<file path="config.mk">
export PLATFORM = sky130hd
export DESIGN_NAME = load_store_unit
export DESIGN_NICKNAME = d
export VERILOG_FILES = /design/src/rtl/lsu_pkg.sv /design/src/rtl/load_store_unit_align.sv /design/src/rtl/load_store_unit.sv
export SDC_FILE = /design/constraint.sdc
export NUM_CORES = 1
export LEC_CHECK = 0
export ABC_AREA = 1
export ABC_CLOCK_PERIOD_IN_PS = 2250
export CAP_MARGIN = 10
export CELL_PAD_IN_SITES_DETAIL_PLACEMENT = 0
export CELL_PAD_IN_SITES_GLOBAL_PLACEMENT = 1
export CORE_MARGIN = 4
export CORE_UTILIZATION = 35
export DETAILED_ROUTE_END_ITERATION = 6
export PLACE_DENSITY_LB_ADDON = 0.1
export SLEW_MARGIN = 20
export SYNTH_ARGS = -nofsm -noshare
export SYNTH_HDL_FRONTEND = slang
export SYNTH_SLANG_ARGS = --single-unit
</file>
<file path="constraint.sdc">
create_clock -name clk -period 2.25 [get_ports clk]
set_clock_uncertainty 0.05 [all_clocks]
set_input_delay 0.3375 -clock clk [delete_from_list [all_inputs] [get_ports clk]]
set_output_delay 0.3375 -clock clk [all_outputs]
set_load 0.02 [all_outputs]
</file>
<file path="src/rtl/lsu_pkg.sv">
// Shared definitions for the load/store unit: access sizes, response codes,
// FSM state encoding and the alignment rule.
package lsu_pkg;

  localparam logic [1:0] SIZE_BYTE    = 2'b00;
  localparam logic [1:0] SIZE_HALF    = 2'b01;
  localparam logic [1:0] SIZE_WORD    = 2'b10;
  localparam logic [1:0] SIZE_ILLEGAL = 2'b11;

  localparam logic [1:0] ERR_OK         = 2'b00;
  localparam logic [1:0] ERR_MISALIGNED = 2'b01;
  localparam logic [1:0] ERR_TIMEOUT    = 2'b10;

  // ISSUE2/WAIT2/WR1/WR2 are only reachable when misaligned splitting is built in.
  typedef enum logic [3:0] {
    ST_IDLE,
    ST_CHECK,
    ST_ISSUE,
    ST_WAIT,
    ST_RESP,
    ST_ISSUE2,
    ST_WAIT2,
    ST_WR1,
    ST_WR2
  } lsu_state_t;

  function automatic logic is_misaligned(input logic [1:0] size, input logic [1:0] offset);
    return (size == SIZE_HALF && offset[0]) ||
           (size == SIZE_WORD && offset != 2'b00) ||
           (size == SIZE_ILLEGAL);
  endfunction

endpackage

</file>
<file path="src/rtl/load_store_unit_align.sv">
// Combinational lane handling: store data replication across byte lanes and
// load extraction from a 64-bit window with sign/zero extension.
module lsu_align
  import lsu_pkg::*;
(
  input  logic [1:0]  size,
  input  logic        is_unsigned,
  input  logic [1:0]  offset,
  input  logic [31:0] store_data,
  input  logic [63:0] load_window,
  output logic [31:0] store_lanes,
  output logic [31:0] load_data
);

  logic [63:0] shifted;
  logic [31:0] v;
  logic        sext;

  assign shifted = load_window >> {offset, 3'b000};
  assign v       = shifted[31:0];
  assign sext    = !is_unsigned;

  always_comb begin
    load_data = v;
    unique case (size)
      SIZE_BYTE: load_data = {{24{sext & v[7]}}, v[7:0]};
      SIZE_HALF: load_data = {{16{sext & v[15]}}, v[15:0]};
      default:   load_data = v;
    endcase
  end

  genvar gi;
  generate
    for (gi = 0; gi < 4; gi++) begin : g_lane
      assign store_lanes[gi*8 +: 8] =
        (size == SIZE_BYTE) ? store_data[7:0] :
        (size == SIZE_HALF) ? store_data[(gi % 2)*8 +: 8] :
                              store_data[gi*8 +: 8];
    end
  endgenerate

endmodule

</file>
<file path="src/rtl/load_store_unit.sv">
// Load/store unit between execute and the data bus controller.
// Define LSU_MISALIGN_SPLIT_EN to run misaligned half/word accesses as two aligned word accesses.
module load_store_unit
  import lsu_pkg::*;
#(
  parameter int RD_LATENCY = 1,
  parameter int TIMEOUT    = 64
) (
  input  logic        clk,
  input  logic        rst,
  input  logic        req_valid,
  output logic        req_ready,
  input  logic        req_we,
  input  logic [1:0]  req_size,
  input  logic        req_unsigned,
  input  logic [31:0] req_addr,
  input  logic [31:0] req_wdata,
  output logic        resp_valid,
  output logic [31:0] resp_rdata,
  output logic [1:0]  resp_err,
  output logic        bus_wd,
  output logic        bus_rd,
  output logic [1:0]  bus_size,
  output logic        bus_unsigned,
  output logic [31:0] bus_addr,
  output logic [31:0] bus_wdata,
  input  logic [31:0] bus_rdata,
  input  logic        bus_ready
);

`ifdef LSU_MISALIGN_SPLIT_EN
  localparam bit SPLIT_EN = 1'b1;
`else
  localparam bit SPLIT_EN = 1'b0;
`endif

  localparam int TW = (TIMEOUT > 1) ? $clog2(TIMEOUT) : 1;
  localparam logic [TW-1:0] TMO_LAST  = TW'((TIMEOUT > 0) ? TIMEOUT - 1 : 0);
  localparam logic [2:0]    LAT_START = 3'(RD_LATENCY - 1);

  lsu_state_t     state_reg, state_next;
  logic           we_reg, we_next;
  logic [1:0]     size_reg, size_next;
  logic           uns_reg, uns_next;
  logic [31:0]    addr_reg, addr_next;
  logic [31:0]    wdata_reg, wdata_next;
  logic [31:0]    data_reg, data_next;
  logic [1:0]     err_reg, err_next;
  logic [2:0]     lat_cnt_reg, lat_cnt_next;
  logic [TW-1:0]  tmo_cnt_reg, tmo_cnt_next;
  logic           split_reg, split_next;
  logic [31:0]    lo_reg, lo_next;
  logic [31:0]    hi_reg, hi_next;

  logic           misaligned;
  logic           bus_phase;
  logic [63:0]    load_window;
  logic [31:0]    store_lanes;
  logic [31:0]    load_data;
  logic [7:0]     byte_mask;
  logic [63:0]    store_shifted;
  logic [63:0]    merged;
  logic [31:0]    word_addr;

  assign misaligned = is_misaligned(size_reg, addr_reg[1:0]);
  assign bus_phase  = (state_reg == ST_ISSUE) || (state_reg == ST_ISSUE2) ||
                      (state_reg == ST_WR1)   || (state_reg == ST_WR2);
  assign word_addr  = {addr_reg[31:2], 2'b00};

  // The second word of a split load arrives last; the first is held in lo_reg.
  assign load_window = (state_reg == ST_WAIT2) ? {bus_rdata, lo_reg} : {32'h0, bus_rdata};

  lsu_align u_align (
    .size        (size_reg),
    .is_unsigned (uns_reg),
    .offset      (addr_reg[1:0]),
    .store_data  (wdata_reg),
    .load_window (load_window),
    .store_lanes (store_lanes),
    .load_data   (load_data)
  );

  // Read-modify-write merge of a misaligned store into the two words read back.
  assign byte_mask     = ((size_reg == SIZE_HALF) ? 8'h03 : 8'h0F) << addr_reg[1:0];
  assign store_shifted = {32'h0, wdata_reg} << {addr_reg[1:0], 3'b000};

  genvar gi;
  generate
    for (gi = 0; gi < 8; gi++) begin : g_merge
      assign merged[gi*8 +: 8] = byte_mask[gi] ? store_shifted[gi*8 +: 8]
                                               : (gi < 4 ? lo_reg[(gi % 4)*8 +: 8]
                                                         : hi_reg[(gi % 4)*8 +: 8]);
    end
  endgenerate

  always_ff @(posedge clk) begin
    if (!rst) begin
      state_reg   <= ST_IDLE;
      we_reg      <= 1'b0;
      size_reg    <= 2'b00;
      uns_reg     <= 1'b0;
      addr_reg    <= 32'h0;
      wdata_reg   <= 32'h0;
      data_reg    <= 32'h0;
      err_reg     <= ERR_OK;
      lat_cnt_reg <= 3'd0;
      tmo_cnt_reg <= '0;
      split_reg   <= 1'b0;
      lo_reg      <= 32'h0;
      hi_reg      <= 32'h0;
    end else begin
      state_reg   <= state_next;
      we_reg      <= we_next;
      size_reg    <= size_next;
      uns_reg     <= uns_next;
      addr_reg    <= addr_next;
      wdata_reg   <= wdata_next;
      data_reg    <= data_next;
      err_reg     <= err_next;
      lat_cnt_reg <= lat_cnt_next;
      tmo_cnt_reg <= tmo_cnt_next;
      split_reg   <= split_next;
      lo_reg      <= lo_next;
      hi_reg      <= hi_next;
    end
  end

  always_comb begin
    state_next   = state_reg;
    we_next      = we_reg;
    size_next    = size_reg;
    uns_next     = uns_reg;
    addr_next    = addr_reg;
    wdata_next   = wdata_reg;
    data_next    = data_reg;
    err_next     = err_reg;
    lat_cnt_next = lat_cnt_reg;
    tmo_cnt_next = tmo_cnt_reg;
    split_next   = split_reg;
    lo_next      = lo_reg;
    hi_next      = hi_reg;

    unique case (state_reg)
      ST_IDLE: begin
        if (req_valid) begin
          we_next      = req_we;
          size_next    = req_size;
          uns_next     = req_unsigned;
          addr_next    = req_addr;
          wdata_next   = req_wdata;
          data_next    = 32'h0;
          err_next     = ERR_OK;
          tmo_cnt_next = '0;
          split_next   = 1'b0;
          state_next   = ST_CHECK;
        end
      end
      ST_CHECK: begin
        if (size_reg == SIZE_ILLEGAL || (misaligned && !SPLIT_EN)) begin
          err_next   = ERR_MISALIGNED;
          state_next = ST_RESP;
        end else begin
          split_next = misaligned;
          state_next = ST_ISSUE;
        end
      end
      ST_ISSUE: begin
        if (bus_ready) begin
          if (we_reg && !split_reg) begin
            state_next = ST_RESP;
          end else begin
            lat_cnt_next = LAT_START;
            state_next   = ST_WAIT;
          end
        end
      end
      ST_WAIT, ST_WAIT2: begin
        if (lat_cnt_reg != 3'd0) begin
          lat_cnt_next = lat_cnt_reg - 3'd1;
        end else if (state_reg == ST_WAIT && split_reg) begin
          lo_next    = bus_rdata;
          state_next = ST_ISSUE2;
        end else if (state_reg == ST_WAIT2 && we_reg) begin
          hi_next    = bus_rdata;
          state_next = ST_WR1;
        end else begin
          data_next  = load_data;
          state_next = ST_RESP;
        end
      end
      ST_ISSUE2: begin
        if (bus_ready) begin
          lat_cnt_next = LAT_START;
          state_next   = ST_WAIT2;
        end
      end
      ST_WR1:  if (bus_ready) state_next = ST_WR2;
      ST_WR2:  if (bus_ready) state_next = ST_RESP;
      ST_RESP: state_next = ST_IDLE;
      default: state_next = ST_IDLE;
    endcase

    // Timeout is shared by every strobing state; an accepted strobe restarts the count.
    if (bus_phase) begin
      if (bus_ready) begin
        tmo_cnt_next = '0;
      end else if (TIMEOUT != 0 && tmo_cnt_reg == TMO_LAST) begin
        err_next   = ERR_TIMEOUT;
        state_next = ST_RESP;
      end else begin
        tmo_cnt_next = tmo_cnt_reg + TW'(1);
      end
    end
  end

  always_comb begin
    req_ready    = (state_reg == ST_IDLE);
    resp_valid   = (state_reg == ST_RESP);
    resp_rdata   = resp_valid ? data_reg : 32'h0;
    resp_err     = resp_valid ? err_reg : ERR_OK;
    bus_rd       = ((state_reg == ST_ISSUE) && (!we_reg || split_reg)) || (state_reg == ST_ISSUE2);
    bus_wd       = ((state_reg == ST_ISSUE) && we_reg && !split_reg) ||
                   (state_reg == ST_WR1) || (state_reg == ST_WR2);
    bus_size     = 2'b00;
    bus_unsigned = 1'b0;
    bus_addr     = 32'h0;
    bus_wdata    = 32'h0;
    if (state_reg != ST_IDLE) begin
      bus_unsigned = uns_reg;
      if (split_reg) begin
        bus_size = SIZE_WORD;
        bus_addr = (state_reg == ST_ISSUE2 || state_reg == ST_WAIT2 || state_reg == ST_WR2)
                   ? word_addr + 32'd4 : word_addr;
      end else begin
        bus_size = size_reg;
        bus_addr = addr_reg;
      end
      if (state_reg == ST_WR1)      bus_wdata = merged[31:0];
      else if (state_reg == ST_WR2) bus_wdata = merged[63:32];
      else                          bus_wdata = store_lanes;
    end
  end

endmodule

</file>
Yosys cells after proc, flatten, opt, wreduce, memory -nomap -nowiden
Cells that the tools add are included.

storage, ports and cells
  register bits after elaboration = 180
  input port bits = 104
  logic and storage cells = 147
  output and inout bits = 105

cells by class
  add/sub/neg operators = 3
  shift-type cells = 3
  reduce and logical (&&, ||, !) cells = 38
  bitwise gates (word level) = 4
  multiplexer cells = 65
  equal/unequal tests = 21

operators by type and width
  operator               count
  $mux 32                11
  $pmux 32 s2            2
  $mux 8                 13
  $mux 64                1
  $shl 32x5->64          1
  $shr 64x5->32          1
  $mux 4                 10
  $add 32x3->32 const B  1
  $mux 6                 5
  $pmux 4 s7             1
  $mux 2                 10
  $mux 3                 6
  $ne 2x2->1 const B     9
  $eq 4x3->1 const B     4
  $logic_or 1x1->1       12
  $reduce_and 5->1       2
  $pmux 3 s3             1
  $eq 4x2->1 const B     2
  $logic_and 1x1->1      8
  $shl 4x2->8            1
  $add 6x1->6 const B    1
  $eq 6x6->1 const B     1
  $reduce_and 3->1       2
  $reduce_bool 2->1      3
  other kinds (18)       26

Longest topological paths before layout
  depth after elaboration = 10
  mapped depth = 14
  mapped depth without buffers = 13

Cells and area by module
Synthesis repeated with hierarchy kept, for this count alone.

second synthesis, totals
  cells, all modules = 1995
  area, all modules = 11986.5 um^2

modules (own cells, without submodules)
  module           seq. area each (um^2)  cells each  times used  area each (um^2)
  load_store_unit  3603.5                 1683        1           10342.4
  lsu_align        0.0                    312         1           1644.1

Worst setup path before layout
OpenSTA, ideal clock, no wires.

  kind = reg2out
  from = register state_reg[0]
  to = output port bus_addr[10]
  slack = -0.012 ns
  arrival = 1.874 ns
  path buffers = 2
  stages on the path, launching flop included = 11
  data required time = 1.862 ns
  path through = dfxtp_1 > buf_4 > nor2_1 > nand3_2 > nand3_4 > nand2_4 > inv_2 > buf_4 > nand2_1 > o21ai_0 > nor3b_1

between the ends
  cells in the longest elaborated chain, start to end = 6

ends and longest elaborated chain
  item                            line                    text
  start: declaration              load_store_unit.sv:41   lsu_state_t state_reg, state_next;
  start signal: assignment        load_store_unit.sv:112  state_reg <= state_next;
  $eq 4x3->1                      load_store_unit.sv:232  bus_addr = (state_reg == ST_ISSUE2 || state_reg == ST_WAIT2 || state_reg == ST_WR2)
  $logic_or 1x1->1 (2 in series)  load_store_unit.sv:232
  $mux 32                         load_store_unit.sv:233  ? word_addr + 32'd4 : word_addr;
  $mux 32                         load_store_unit.sv:230  if (split_reg) begin
  $mux 32 (*)                     load_store_unit.sv:228  if (state_reg != ST_IDLE) begin
  end: declaration                load_store_unit.sv:25   output logic [31:0] bus_addr,

Mark *: on every way between the ends. The rest lies on a longest branch, timed or not.

Worst setup path after layout
  from = register state_reg[3]
  to = output port bus_wdata[5]

between the ends
  cells in the longest elaborated chain, start to end = 4

ends and longest elaborated chain
  item              line                    text
  $eq 4x4->1        load_store_unit.sv:239  else if (state_reg == ST_WR2) bus_wdata = merged[63:32];
  $mux 32           load_store_unit.sv:239
  $mux 32           load_store_unit.sv:238  if (state_reg == ST_WR1) bus_wdata = merged[31:0];
  $mux 32 (*)       load_store_unit.sv:228
  end: declaration  load_store_unit.sv:26   output logic [31:0] bus_wdata,

Marked as above.

==> results.yml <==
run_status:
  status: "finished, violations left"
  violations: "negative setup slack"
worst_setup_path:
  worstSetupStartpoint: "state_reg[3]$_SDFF_PN0_"
  worstPathMaxFanout: 5
  required_ns: 1.86
  crit_chain: "inv_2 -> nand4_1 -> o21ai_1 -> inv_2 -> buf_6 -> a221oi_2 -> o21ai_2 -> inv_1 -> buf_6"
  reg2reg_from: "state_reg[1]$_SDFF_PN0_"
  crit_arrival_ns: 2.25
  start_kind: "register"
  rrSetupSlack_ns: 0.01
  slowest_stage: "dfxtp_4"
  cp-end-kind: "primary output"
  worst-setup-path-type: "reg2out"
  cp_slowest_stage_delay_ns: 0.36
routing:
  drt-total-wl_mm: 53.8
  drc: 0
  drt-vias-per-instance: 5.30
  dr.first_iter.drc_count: 1073
  postRouteAntennaNets: 0
  num_vias: 14600
  wl_per_cell_um: 19.6
  drt_first_pass_iters: 7
cts:
  clockRootBuffer: "clkbuf_16"
  cts.sinks: 180
  cts_made_buffers: 17
  cts_hold_buf: 0
  insertion_delay_ns: 0.46
  path_clk_slew_ns: 0.08
  cts_buffer_depth: 2
  tritoncts: "done"
  htreeDepth: 4
floorplanning:
  rows: 65
  die_h_um: 189
  coreArea_sq_um: 31900
  io_pins: 209
  dieArea_sq_um: 35600
  start_util_pct: 35.9
  die_w_um: 189
timing:
  holdWs_ns: 0.226
  rsz0062_at_grt: "true"
  worst_pin_slew_ns: 0.466
  setup_viol: 63
  layout_min_cycle_time_ns: 2.63
  max_clock_freq_mhz: 380
  maxSlewViolCount: 0
  setup_ws_ns: -0.385
  setup_tns_ns: -14.87
  slew_headroom_pct: 68.9
  hold_violations: 0
  post-route-period-util_pct: 117
global_route:
  grt.busiest_layer: "met2"
  grt_max_degree: 72
  grt_pass1_wl_mm: 80.1
  overflow: 0
  use_met1_pct: 36.4
  use_met2_pct: 49.2
  antenna_found_initial: 0
  met3_usage_pct: 4.21
  grtUsageTotal_pct: 28.6
  grt_pass1_vias: 14000
synthesis:
  synth_top_family_by_area: "compound AO/OA/AOI/OAI gates"
  synthSimpleGateAreaFrac_pct: 26.7
  synth_top_area_share_pct: 31.5
  synth-compound-area-share_pct: 29.1
  synth_edf_count: 0
  syn_area_per_cell_sq_um: 6.13
  muxShareOfSynthArea_pct: 0.263
  yosys.area.top_type: "dfxtp_1"
  synthFlopType: "dfxtp_1"
  ys_warn_count: 0
  synth-adder-area-share_pct: 0.438
  synth-seq-area-share_pct: 31.5
  netlist-cell-type-count: 45
  syn_inst: 1865
  synth-seq-cells: 180
  syn-cell-area_sq_um: 11400
  synth-xor-area-share_pct: 0.153
  syn_nets: 1973
  synth.area.top_cells: "dfxtp_1 (32%), nand2_1 (14%), o21ai_0 (11%), a21oi_1 (11%), inv_1 (6.6%)"
  async_flop_share_pct: 0
place:
  gp_congestion: 0.925
  dpl.hpwl_mm: 39.6
  place.port_buffers: 208
layout:
  nets: 2410
  drive_above_1_share_pct: 32.9
  area_growth_pct: 60.1
  diodes: 0
flow_run:
  cap_violations: 0
min_path:
  hp-start: "rst"
  hold_class: "in2reg"
power:
  p_per_area_nw_per_um2: 606
  max-vdd-ir-drop_mv: 0.584
  leakage_nw: 7.91
  total_power_mw: 11.1
[Yosys cell counts, types with 2 or more instances]
cell type / count
nor3b_1: 3
clkbuf_2: 2
buf_2: 27
o21ai_0: 255
nor2_4: 3
nand3_2: 5
o221ai_1: 11
clkbuf_1: 72
o211ai_1: 13
inv_1: 202
buf_1: 10
nor4_1: 2
nor2_2: 6
nand4_1: 9
dfxtp_1: 180
a21oi_1: 253
inv_2: 8
mux2i_1: 3
buf_4: 5
buf_6: 5
xor2_1: 2
clkinv_1: 6
nand2_2: 3
nand3_1: 69
o22ai_1: 8
o21a_1: 8
a211oi_1: 16
ha_1: 4
nand3_4: 2
nand2_4: 3
nor2_1: 143
or2_2: 9
o21ai_1: 16
a221oi_1: 16
a22oi_1: 4
nor3_1: 39
a31oi_1: 12
nand2_1: 424
[logic make-up (layout without fill, tap and decap cells)]
| family | count (synthesis) | count (layout) |
|---|---|---|
| AO/OA/AOI/OAI | 616 | 616 |
| XOR/XNOR | 2 | 2 |
| adder cells (fa/ha/maj) | 4 | 4 |
| buffers and inverters | 337 | 787 |
| flip-flops | 180 | 180 |
| multiplexers | 3 | 3 |
| AND/OR/NAND/NOR | 723 | 723 |
[layout make-up]
| class | count | area [sq um] |
|---|---|---|
| clock inverters | 13 | 151 |
| well taps | 435 | 544 |
| fillers | 3178 | 13600 |
| repair buffers | 538 | 4890 |
| inverters | 216 | 852 |
| clock buffers | 19 | 443 |
| flip-flops and latches | 180 | 3650 |
| repair inverters | 1 | 7.51 |
| multi-input cells | 1348 | 7770 |
[worst max-delay path: cells and delay by family (launching register included)]
family / cells / cell delay (ns)
compound gates: 3 / 0.66
simple gates: 1 / 0.24
buf+inv: 5 / 0.52
flops: 1 / 0.36
[where the power goes]
part           switching, mW  internal, mW  leakage [nW]
sequential             0.160          3.37          1.48
clock                   1.46          1.68         0.282
combinational           2.54          1.88          6.15
total                   4.15          6.93          7.91
[stage by stage]
stage | cells | instance area (sq um) | setup WS [ns] | util, %
2_1_floorplan | 1865 | 11400 | 0.0392 | -
6_report | 2750 | 18300 | -0.385 | 57.4
3_5_place_dp | 2649 | 15700 | -0.563 | 49.2
4_1_cts | 2715 | 17400 | -0.321 | 54.5
3_3_place_gp | 2649 | 15700 | -0.573 | 49.2
5_1_grt | 2750 | 18300 | -0.437 | 57.4
[layout by cell type (no fill, tap or decap), types with 22 or more instances in the layout]
master,Yosys,routed
nand2_1,424,390
buf_4,5,291
a21oi_1,253,217
inv_1,202,182
o21ai_0,255,182
dfxtp_1,180,157
nor2_1,143,114
clkdlybuf4s50_1,0,102
buf_6,5,85
nand3_1,69,58
o21ai_1,16,55
o21ai_2,0,32
buf_2,27,30
nor2_4,3,25
a21oi_2,0,25
inv_2,8,22
[final timing paths]
| path | to | cells past startpoint |
|---|---|---|
| setup / recovery | bus_wdata[5] | 9 |
| hold / removal | addr_reg[20]$_SDFFE_PN0P_ | 3 |
| setup reg to reg | data_reg[3]$_SDFFE_PN0P_ | 13 |
| hold reg to reg | data_reg[14]$_SDFFE_PN0P_ | 2 |
[timing repair]
action	4_1_cts	5_1_grt
endpoints found under the setup margin	112	141
pin swaps	85	76
gates cloned	6	2
setup buffers	35	38
gates resized for setup	856	191
[per-layer routing]
metal / up-vias / wire length (um)
met1: 6894 / 22600
met5: - / 0
met3: 105 / 2760
met4: 0 / 2230
li1: 7087 / -
met2: 490 / 26200
(Power assumes the default switching activity.)
